**config.mk**
```make
export PLATFORM = sky130hd
export DESIGN_NAME = sh7604_intc
export DESIGN_NICKNAME = d
export VERILOG_FILES = /design/src/rtl/sh7604_intc.sv
export SDC_FILE = /design/constraint.sdc
export NUM_CORES = 1
export LEC_CHECK = 0
export CORE_MARGIN = 2
export CORE_UTILIZATION = 48
export CTS_BUF_LIST = sky130_fd_sc_hd__clkbuf_8
export DETAILED_ROUTE_END_ITERATION = 7
export DONT_BUFFER_PORTS = 1
export PLACE_DENSITY_LB_ADDON = 0.2
export SLEW_MARGIN = 5
export SYNTH_ARGS = -nofsm -noshare
export SYNTH_HDL_FRONTEND = slang
export SYNTH_SLANG_ARGS = --single-unit
```
**constraint.sdc**
```tcl
create_clock -name CLK -period 32.2 [get_ports CLK]
set_input_delay 6.44 -clock CLK [delete_from_list [all_inputs] [get_ports CLK]]
set_output_delay 6.44 -clock CLK [all_outputs]
set_load 0.03 [all_outputs]
```
**src/rtl/sh7604_intc.sv**
```systemverilog
// SH7604 interrupt controller: priority arbitration, CPU acknowledge handshake, ICR/IPRA/IPRB.
// Optional build macro SH7604_INTC_EXTVEC_EN adds EXT_VEC, which supplies the IRL vector when ICR.VECMD=1.
// IRL_SYNC sets the synchronizer depth on IRL_N and NMI_N; it must be at least 2.
//
// state | meaning
// IDLE  | no request presented to the CPU
// PEND  | request presented, winner re-evaluated every CE_R
// ACKED | CPU acknowledged, REQ/LVL/VEC frozen until ACK drops
module sh7604_intc #(
    parameter int IRL_SYNC = 2
) (
    input  logic        CLK,
    input  logic        RST,
    input  logic        CE_R,
    input  logic        CE_F,
    input  logic        RES_N,
    input  logic [31:0] IBUS_A,
    input  logic [31:0] IBUS_DI,
    output logic [31:0] IBUS_DO,
    input  logic [3:0]  IBUS_BA,
    input  logic        IBUS_WE,
    input  logic        IBUS_REQ,
    output logic        IBUS_BUSY,
    output logic        IBUS_ACT,
    input  logic        NMI_N,
    input  logic [3:0]  IRL_N,
    input  logic        DIVU_IRQ,
    input  logic [7:0]  DIVU_VEC,
    input  logic        DMAC0_IRQ,
    input  logic [7:0]  DMAC0_VEC,
    input  logic        DMAC1_IRQ,
    input  logic [7:0]  DMAC1_VEC,
    input  logic        WDT_IRQ,
    input  logic [7:0]  WDT_VEC,
    input  logic        SCI_IRQ,
    input  logic [7:0]  SCI_VEC,
    input  logic        FRT_IRQ,
    input  logic [7:0]  FRT_VEC,
`ifdef SH7604_INTC_EXTVEC_EN
    input  logic [7:0]  EXT_VEC,
`endif
    output logic        CPU_INT_REQ,
    output logic [3:0]  CPU_INT_LVL,
    output logic        CPU_NMI,
    input  logic        CPU_INT_ACK,
    output logic [7:0]  CPU_INT_VEC
);

    localparam logic [31:0] ADDR_ICR  = 32'hFFFFFEE0;
    localparam logic [31:0] ADDR_IPRB = 32'hFFFFFE60;

    typedef enum logic [1:0] {IDLE, PEND, ACKED} state_t;

    state_t state, state_nx;

    logic                     soft_rst;
    logic                     sel_icr, sel_iprb;
    logic [31:0]              rd_data, reg_do;
    logic                     icr_nmie, icr_vecmd;
    logic [3:0]               ipr_divu, ipr_dma, ipr_wdt, ipr_sci, ipr_frt;
    logic [IRL_SYNC-1:0]      nmi_sync;
    logic [IRL_SYNC-1:0][3:0] irl_sync;
    logic                     nmi_s, nmi_prev, nmi_edge, nmi_pend, nmi_clr;
    logic [3:0]               irl_lvl;
    logic [3:0]               src_lvl [7];
    logic [7:0]               src_vec [7];
    logic [3:0]               best_lvl, win_lvl;
    logic [7:0]               best_vec, win_vec, win_vec_q, ack_vec;
    logic                     best_irl, win_irl, win_any;
    logic                     req_nx, nmi_nx;
    logic [3:0]               lvl_nx;
    logic [7:0]               vec_nx, wvec_nx;
    logic                     unused_bus;

    assign soft_rst  = CE_R & ~RES_N;
    assign sel_icr   = IBUS_REQ & (IBUS_A[31:2] == ADDR_ICR[31:2]);
    assign sel_iprb  = IBUS_REQ & (IBUS_A[31:2] == ADDR_IPRB[31:2]);
    assign IBUS_ACT  = sel_icr | sel_iprb;
    assign IBUS_BUSY = 1'b0;
    assign IBUS_DO   = IBUS_ACT ? reg_do : 32'h0;
    assign nmi_s     = nmi_sync[IRL_SYNC-1];
    assign irl_lvl   = ~irl_sync[IRL_SYNC-1];
    assign nmi_edge  = icr_nmie ? (~nmi_prev & nmi_s) : (nmi_prev & ~nmi_s);

    // ICR occupies the upper half of the EE0 longword, IPRA the lower half
    always_comb begin
        rd_data = 32'h0;
        if (sel_icr)
            rd_data = {nmi_s, 6'b0, icr_nmie, 7'b0, icr_vecmd,
                       ipr_divu, ipr_dma, ipr_wdt, 4'b0};
        else if (sel_iprb)
            rd_data = {ipr_sci, ipr_frt, 24'h0};
    end

`ifdef SH7604_INTC_EXTVEC_EN
    logic win_irl_q;
    assign unused_bus = ^{IBUS_A[1:0], IBUS_DI[23:17], IBUS_DI[3:0]};
    assign ack_vec    = (win_irl_q && icr_vecmd) ? EXT_VEC : win_vec_q;

    always_ff @(posedge CLK) begin
        if (RST || soft_rst)
            win_irl_q <= 1'b0;
        else if (CE_R)
            win_irl_q <= win_irl;
    end
`else
    assign unused_bus = ^{IBUS_A[1:0], IBUS_DI[23:16], IBUS_DI[3:0], IBUS_BA[2]};
    assign ack_vec    = win_vec_q;
    assign icr_vecmd  = 1'b0;
`endif

    always_ff @(posedge CLK) begin
        if (RST || soft_rst) begin
            icr_nmie <= 1'b0;
            ipr_divu <= 4'h0;
            ipr_dma  <= 4'h0;
            ipr_wdt  <= 4'h0;
            ipr_sci  <= 4'h0;
            ipr_frt  <= 4'h0;
            nmi_sync <= '1;
            irl_sync <= '1;
            nmi_prev <= 1'b1;
            nmi_pend <= 1'b0;
        end else if (CE_R) begin
            nmi_sync <= {nmi_sync[IRL_SYNC-2:0], NMI_N};
            irl_sync <= {irl_sync[IRL_SYNC-2:0], IRL_N};
            nmi_prev <= nmi_s;
            // an edge arriving with the clearing ACK must not be lost
            nmi_pend <= (nmi_pend & ~nmi_clr) | nmi_edge;
            if (IBUS_WE && sel_icr) begin
                if (IBUS_BA[3]) icr_nmie <= IBUS_DI[24];
                if (IBUS_BA[1]) begin
                    ipr_divu <= IBUS_DI[15:12];
                    ipr_dma  <= IBUS_DI[11:8];
                end
                if (IBUS_BA[0]) ipr_wdt <= IBUS_DI[7:4];
            end
            if (IBUS_WE && sel_iprb && IBUS_BA[3]) begin
                ipr_sci <= IBUS_DI[31:28];
                ipr_frt <= IBUS_DI[27:24];
            end
        end
    end

`ifdef SH7604_INTC_EXTVEC_EN
    always_ff @(posedge CLK) begin
        if (RST || soft_rst)
            icr_vecmd <= 1'b0;
        else if (CE_R && IBUS_WE && sel_icr && IBUS_BA[2])
            icr_vecmd <= IBUS_DI[16];
    end
`endif

    always_ff @(posedge CLK) begin
        if (RST || soft_rst)
            reg_do <= 32'h0;
        else if (CE_F && IBUS_ACT && !IBUS_WE)
            reg_do <= rd_data;
    end

    // index order doubles as the tie-break order; IPR=0 yields level 0 = no request
    always_comb begin
        src_lvl[0] = irl_lvl;
        src_vec[0] = 8'd64 + {5'b0, irl_lvl[3:1]};
        src_lvl[1] = DIVU_IRQ  ? ipr_divu : 4'h0;
        src_vec[1] = DIVU_VEC;
        src_lvl[2] = DMAC0_IRQ ? ipr_dma  : 4'h0;
        src_vec[2] = DMAC0_VEC;
        src_lvl[3] = DMAC1_IRQ ? ipr_dma  : 4'h0;
        src_vec[3] = DMAC1_VEC;
        src_lvl[4] = WDT_IRQ   ? ipr_wdt  : 4'h0;
        src_vec[4] = WDT_VEC;
        src_lvl[5] = SCI_IRQ   ? ipr_sci  : 4'h0;
        src_vec[5] = SCI_VEC;
        src_lvl[6] = FRT_IRQ   ? ipr_frt  : 4'h0;
        src_vec[6] = FRT_VEC;
        best_lvl = 4'h0;
        best_vec = 8'h0;
        best_irl = 1'b0;
        for (int i = 0; i < 7; i++) begin
            if (src_lvl[i] > best_lvl) begin
                best_lvl = src_lvl[i];
                best_vec = src_vec[i];
                best_irl = (i == 0);
            end
        end
        win_any = nmi_pend | (best_lvl != 4'h0);
        win_lvl = nmi_pend ? 4'hF   : best_lvl;
        win_vec = nmi_pend ? 8'd11  : best_vec;
        win_irl = ~nmi_pend & best_irl;
    end

    always_ff @(posedge CLK) begin
        if (RST || soft_rst) begin
            state       <= IDLE;
            CPU_INT_REQ <= 1'b0;
            CPU_INT_LVL <= 4'h0;
            CPU_NMI     <= 1'b0;
            CPU_INT_VEC <= 8'h0;
            win_vec_q   <= 8'h0;
        end else if (CE_R) begin
            state       <= state_nx;
            CPU_INT_REQ <= req_nx;
            CPU_INT_LVL <= lvl_nx;
            CPU_NMI     <= nmi_nx;
            CPU_INT_VEC <= vec_nx;
            win_vec_q   <= wvec_nx;
        end
    end

    // ACK latches the winner registered on the previous CE_R, so a source
    // dropping on the ACK edge still gets its own vector
    always_comb begin
        state_nx = state;
        req_nx   = CPU_INT_REQ;
        lvl_nx   = CPU_INT_LVL;
        nmi_nx   = CPU_NMI;
        vec_nx   = CPU_INT_VEC;
        wvec_nx  = win_vec_q;
        nmi_clr  = 1'b0;
        case (state)
            IDLE: begin
                if (win_any) begin
                    state_nx = PEND;
                    req_nx   = 1'b1;
                    lvl_nx   = win_lvl;
                    nmi_nx   = nmi_pend;
                    wvec_nx  = win_vec;
                end
            end
            PEND: begin
                if (CPU_INT_ACK) begin
                    state_nx = ACKED;
                    vec_nx   = ack_vec;
                    nmi_clr  = CPU_NMI;
                end else if (!win_any) begin
                    state_nx = IDLE;
                    req_nx   = 1'b0;
                    lvl_nx   = 4'h0;
                    nmi_nx   = 1'b0;
                end else begin
                    lvl_nx   = win_lvl;
                    nmi_nx   = nmi_pend;
                    wvec_nx  = win_vec;
                end
            end
            ACKED: begin
                if (!CPU_INT_ACK) begin
                    state_nx = IDLE;
                    req_nx   = 1'b0;
                    lvl_nx   = 4'h0;
                    nmi_nx   = 1'b0;
                end
            end
            default: state_nx = IDLE;
        endcase
    end

endmodule

```
==> results of run 1 <==
-- synth_stat cells, types with 5 or more instances --
| cell type | count |
|---|---|
| nor2b_1 | 6 |
| a22oi_1 | 12 |
| and2_1 | 39 |
| nor3_1 | 8 |
| nand3_1 | 10 |
| or2_2 | 7 |
| mux2i_1 | 50 |
| nand4_1 | 8 |
| nand2_1 | 87 |
| o21ai_0 | 29 |
| a21oi_1 | 57 |
| a211oi_1 | 9 |
| a31oi_1 | 6 |
| nand3b_1 | 5 |
| clkbuf_1 | 30 |
| nor2_1 | 82 |
| nor3b_1 | 8 |
| a21o_1 | 6 |
| inv_1 | 18 |
| dfxtp_1 | 77 |
| mux2_2 | 7 |
| ha_1 | 21 |
| buf_4 | 15 |
-- layout make-up --
cell class	instances	area share (%)
diodes	2	0.0891
clock buffers	9	2.21
clock inverters	7	2.21
inverters	18	1.20
multi-input cells	553	62.8
flip-flops and latches	77	27.5
well taps	140	3.12
repair buffers	7	0.936
-- how the worst min path moves through the flow --
stage,endpoint,slack [ps],cells past startpoint
floorplan,CPU_INT_VEC[0],430,2
global placement,ack_vec[7],440,2
detailed placement,CPU_INT_VEC[7],450,2
CTS,ack_vec[7],460,2
global route,CPU_INT_VEC[7],480,2
finish,ack_vec[4],460,2
-- stage by stage --
step | cells | setup WS, ps | util, %
4_1_cts | 811 | 14660 | 51.7
3_3_place_gp | 795 | 14380 | 49.5
3_5_place_dp | 795 | 14310 | 49.5
2_1_floorplan | 697 | 15500 | -
5_1_grt | 811 | 13780 | 51.7
6_report | 813 | 14540 | 51.8
-- tightest hold or removal path, delay by kind of cell, from the launching register on --
kind,cells,cell delay [ps]
flops,1,320
simple gates,1,50
compound gates,1,50
-- power breakdown --
group | internal, mW | leakage [nW] | total [mW] | switching, mW
Clock | 0.0518 | 0.120 | 0.0900 | 0.0382
Sequential | 0.0979 | 0.622 | 0.101 | 0.00311
Combinational | 0.0275 | 1.48 | 0.0714 | 0.0439
-- placed cells by master (no fill, tap or decap), drive strengths merged, types with 10 or more instances in the layout --
master,n
a211oi,10
a21oi,59
a22oi,12
and2,41
conb,13
dfxtp,77
ha,21
inv,18
mux2i,50
nand2,87
nand3,10
nor2,82
o21ai,32
-- routing by layer --
layer / up-vias / track usage (%) / wire length [µm]
met5: - / 0 / 0
met2: 177 / 41.1 / 6910
li1: 2380 / - / -
met3: 23 / 6.22 / 1070
met1: 2230 / 28.5 / 6040
met4: 0 / 7.69 / 280
-- sequential cells by signal, summed over array words and instances (netlist names), 2 cells and up --
register	cells
nmi_sync	2
reg_do	20
ipr_sci	4
CPU_INT_LVL	4
ipr_dma	4
ipr_wdt	4
state	2
ipr_divu	4
ipr_frt	4
ack_vec	8
CPU_INT_VEC	8
irl_sync	8
-- cell families after synthesis --
logic type / after synthesis / share of synthesized area, %
other: 1 / 0.0705
buffers and inverters: 67 / 5.79
flip-flops: 77 / 29.0
XOR/XNOR: 1 / 0.165
AND/OR/NAND/NOR: 288 / 26.7
adder cells (fa/ha/maj): 23 / 5.34
AO/OA/AOI/OAI: 170 / 21.8
multiplexers: 58 / 11.2
==> impl_metrics.json, run 1 <==
{
  "finClkSkew_ps": 9.21,
  "register_area_um2": 1540,
  "synth.area.top_cells": "dfxtp_1 (29%), mux2i_1 (9.4%), nand2_1 (6.1%)",
  "dieArea_um2": 11900,
  "synth_top_area_cell": "dfxtp_1",
  "placed_area_um2": 5360,
  "ys_seq_area_share_pct": 29.0,
  "core_area_um2": 10800,
  "portBuffers": 0,
  "ir_drop_mv": 0.0520,
  "outcome": "finished, final reports clean",
  "area_delta_synth_final_pct": 5.58,
  "crit_type": "input pin to register",
  "hpwlAfterDp_um": 11100,
  "p_per_area_nw_per_um2": 46.7,
  "cp.arrival_ps": 17960,
  "multi_input_area_um2": 3520,
  "htree_levels": 3,
  "synth_edf_count": 0,
  "clock_path_buffers": 2,
  "cap_violations": 0,
  "grt_use_total_pct": 23.7,
  "num_rows": 38,
  "ys_types": 75,
  "synth.cell_area_um2": 5320,
  "max_freq_mhz": 56.6,
  "drc_errors": 0,
  "reg2reg_slack_ps": 20210,
  "cts-root-buf": "clkbuf_8",
  "r2r_start": "ipr_divu[3]",
  "rr_endpoint": "ack_vec[2]",
  "die_h_um": 109,
  "fin_setup_tns_ps": 0,
  "cts_made_buffers": 9,
  "endpoint": "ack_vec[2]",
  "slew_viol_final": 0,
  "critPathTopFamily": "compound AO/OA/AOI/OAI gates",
  "finalHoldViolations": 0,
  "firstDrtPassIters": 5,
  "route.antenna.remaining_nets": 0,
  "tightest_slew_ps": 1050,
  "finalPower_mw": 0.262,
  "fillCellCount": 1052,
  "hold_start": "ack_vec[4]",
  "critPathCaptureType": "register",
  "setup_violations": 0,
  "yosys_warnings": 0,
  "clock_sinks": 77,
  "cts_tree": "yes",
  "nNetsFinal": 822,
  "ios": 183,
  "cts_resized": 0,
  "grt_pass1_vias": 4481,
  "grt_antenna_before_repair": 0,
  "synth_seq_cells": 77,
  "crit_fanout": 22,
  "clock_latency_ps": 370,
  "rsz0062_at_grt": "no",
  "cp-start-kind": "input pin",
  "whs_ps": 456,
  "final_area_um2": 5610,
  "drive_above_1_share_pct": 8.94,
  "viasPerCell": 5.92,
  "drt_wl_total_um": 14300,
  "grt_max_degree": 62,
  "synth_cells": 685,
  "die_w_um": 109,
  "p_leak_nw": 2.22,
  "post-cts-setup-buffers": 0,
  "synth-async-reset-ratio_pct": 0,
  "cp.depth": 46,
  "startpoint": "DIVU_IRQ",
  "start_util_pct": 49.1,
  "ff2ff_path_depth": 46,
  "critPathBufInv": 4,
  "fin_crit_ps": 17660,
  "netlist.area_leader.share_pct": 29.0,
  "required_ps": 32500,
  "grt_overflow": 0,
  "syn_avg_cell_area_um2": 7.76,
  "drt_iter0_drc": 298,
  "clkSlewWorstSetupHoldPaths_ps": 80,
  "slew_headroom_pct": 30.0,
  "wire_per_inst_um": 17.6,
  "fin_crit_sh_pct": 54.8,
  "synth-main-ff-cell": "dfxtp_1",
  "crit_path_frequent_cell": "ha_1",
  "vias": 4810,
  "gp_congestion": 0.861,
  "slowest_stage": "a211oi_4",
  "cts_hold_buf": 0,
  "worstHoldPathType": "register to register",
  "max_stage_delay_ps": 730,
  "grt_pass1_wl_um": 21900
}
Note: power is estimated with default switching activity, not from simulation.
==> run 2: changes to the inputs <==
--- a/config.mk
+++ b/config.mk
@@ -5,6 +5,7 @@
 export SDC_FILE = /design/constraint.sdc
 export NUM_CORES = 1
 export LEC_CHECK = 0
+export ABC_AREA = 1
 export CORE_MARGIN = 2
 export CORE_UTILIZATION = 48
 export CTS_BUF_LIST = sky130_fd_sc_hd__clkbuf_8
==> constraint.sdc (replaced) <==
create_clock -name CLK -period 16.95 [get_ports CLK]
set_input_delay 3.39 -clock CLK [delete_from_list [all_inputs] [get_ports CLK]]
set_output_delay 3.39 -clock CLK [all_outputs]
set_load 0.03 [all_outputs]
==> impl_metrics.json, run 2 <==
{
  "hpwlAfterDp_um": 10300,
  "final_cell_mix": "nand2_1 (209), inv_1 (97), dfxtp_1 (77), nand3_1 (62), nor2_1 (62)",
  "fin_util_pct": 51.8,
  "vias": 4847,
  "slew_headroom_pct": 46.0,
  "core_area_um2": 10300,
  "synth_top_area_cell": "dfxtp_1",
  "required_ps": 17200,
  "clock_path_buffers": 2,
  "netlist.area_leader.share_pct": 30.1,
  "portBuffers": 0,
  "grt_pass1_wl_um": 20900,
  "tightest_slew_ps": 803,
  "grt_pass1_vias": 4603,
  "wire_per_inst_um": 14.5,
  "synth_edf_count": 0,
  "synth-main-ff-cell": "dfxtp_1",
  "cts_tree": "yes",
  "max_freq_mhz": 90.4,
  "crit_type": "input pin to register",
  "p_leak_nw": 2.34,
  "post-cts-setup-buffers": 0,
  "power_frac_clock_pct": 15.2,
  "cts_hold_buf": 0,
  "drt_wl_total_um": 13200,
  "finalHoldViolations": 0,
  "cp-start-kind": "input pin",
  "synth-async-reset-ratio_pct": 0,
  "syn_avg_cell_area_um2": 6.46,
  "ys_seq_area_share_pct": 30.1,
  "internal_power_mw": 0.508,
  "worstHoldPathType": "register to register",
  "fin_crit_sh_pct": 65.3,
  "nNetsFinal": 929,
  "critPathCaptureType": "register",
  "ir_drop_mv": 0.119,
  "hold_depth": 2,
  "combPwrFrac_pct": 65.1,
  "yosys_warnings": 0,
  "htree_levels": 3,
  "drc_errors": 0,
  "area_delta_synth_final_pct": 4.45,
  "ys_types": 37,
  "outcome": "finished, final reports clean",
  "ios": 183,
  "r2r_start": "ipr_divu[1]",
  "hold_start": "reg_do[10]",
  "drt_iter0_drc": 187,
  "slowest_stage": "nand2_1",
  "post-synth-top-count-cell": "nand2_1",
  "clock_sinks": 77,
  "antennaDiodeCount": 0,
  "viasPerCell": 5.30,
  "grt_max_degree": 48,
  "reg2reg_slack_ps": 8560,
  "grt_use_total_pct": 22.9,
  "cts_resized": 0,
  "slew_viol_final": 0,
  "cp.arrival_ps": 11310,
  "grt_antenna_before_repair": 0,
  "finClkSkew_ps": 9.97,
  "rr_endpoint": "ack_vec[2]",
  "p_per_area_nw_per_um2": 195,
  "fin_setup_tns_ps": 0,
  "crit_path_frequent_cell": "nand2_1",
  "fin_crit_ps": 11060,
  "dieArea_um2": 11500,
  "cts-root-buf": "clkbuf_8",
  "startpoint": "DIVU_IRQ",
  "drive_above_1_share_pct": 9.25,
  "firstDrtPassIters": 5,
  "crit_fanout": 23,
  "synth.area.top_cells": "dfxtp_1 (30%), nand2_1 (15%), inv_1 (7.0%)",
  "synth_common_cells": "nand2_1 (209), inv_1 (96), dfxtp_1 (77), nor2_1 (63), nand3_1 (62)",
  "clock_latency_ps": 370,
  "synth_cells": 793,
  "start_util_pct": 49.6,
  "ff2ff_path_depth": 56,
  "die_w_um": 107,
  "fillCellCount": 1069,
  "power.switching_mw": 0.536,
  "gp_congestion": 0.886,
  "setup_violations": 0,
  "switching_share_pct": 51.4,
  "cap_violations": 0,
  "min_to": "reg_do[10]",
  "route.antenna.remaining_nets": 0,
  "largest_register_ffs": 20,
  "clkSlewWorstSetupHoldPaths_ps": 80,
  "max_stage_delay_ps": 480,
  "rsz0062_at_grt": "no",
  "num_rows": 37,
  "grt_overflow": 0,
  "final_common_cell": "nand2_1",
  "cts_made_buffers": 9,
  "pwr-share-seq_pct": 19.7,
  "synth.cell_area_um2": 5120,
  "largest_register": "reg_do",
  "synth_seq_cells": 77,
  "die_h_um": 107
}
run 2: changes by cell type in the layout (fill, tap and decap cells not counted), sizes merged, moves of 11 or more:
cell   previous run  this run
o21ai            32        48
a22oi            12         1
nand2            87       233
nand3            10        72
and2             41         1
inv              18       106
mux2i            50         0
nor2             82        70
run 2: cell families after synthesis:
group | count (synthesis) | synth area share [%]
adder cells (fa/ha/maj) | 21 | 5.13
other | 1 | 0.0732
buffers and inverters | 151 | 12.4
AND/OR/NAND/NOR | 402 | 36.3
AO/OA/AOI/OAI | 141 | 16.0
flip-flops | 77 | 30.1
run 2: per-stage QoR:
stage          area, µm²  instances  hold slack [ps]  power, mW  setup slack (ps)
6_report            5350        914              463       1.04              5890
5_1_grt             5350        914              488       1.15              4930
4_1_cts             5350        914              464       1.05              5860
3_5_place_dp        5120        898              454      0.885              5490
3_3_place_gp        5120        898              449      0.868              5810
2_1_floorplan       5170        805              430      0.790              7170
run 2: layer usage:
layer / GRT usage (%) / vias to the layer above / wire length (µm)
li1: - / 2513 / -
met1: 26.9 / 2156 / 5600
met2: 40.7 / 161 / 6510
met3: 5.33 / 17 / 914
met4: 7.79 / 0 / 207
met5: 0 / - / 0
run 2: power by group through the flow:
stage	logic, mW	clock network (mW)	registers (mW)
global route	0.775	0.169	0.207
global placement	0.658	0	0.210
floorplan	0.582	0	0.208
finish	0.680	0.159	0.206
detailed placement	0.675	0	0.210
CTS	0.678	0.161	0.206
run 2: how the worst max path moves through the flow:
stage                      end  slack, ps  cells past startpoint
floorplan           ack_vec[5]       7170                     57
global placement    ack_vec[6]       5810                     56
detailed placement  ack_vec[2]       5490                     56
CTS                 ack_vec[2]       5860                     56
global route        ack_vec[6]       4930                     56
finish              ack_vec[2]       5890                     56
run 2: final cells by class:
class	count	area (µm²)	share of cell area (%)
multi-input cells	577	3000	56.1
inverters	106	398	7.44
well taps	136	170	3.18
clock inverters	5	73.8	1.38
flip-flops and latches	77	1540	28.8
clock buffers	11	151	2.83
repair buffers	2	15.0	0.281
run 2: critical path: cells and delay by family:
kind,cells,cell delay (ps)
buf+inv,6,540
fa+ha+maj,6,1780
compound gates,9,1610
simple gates,35,3960
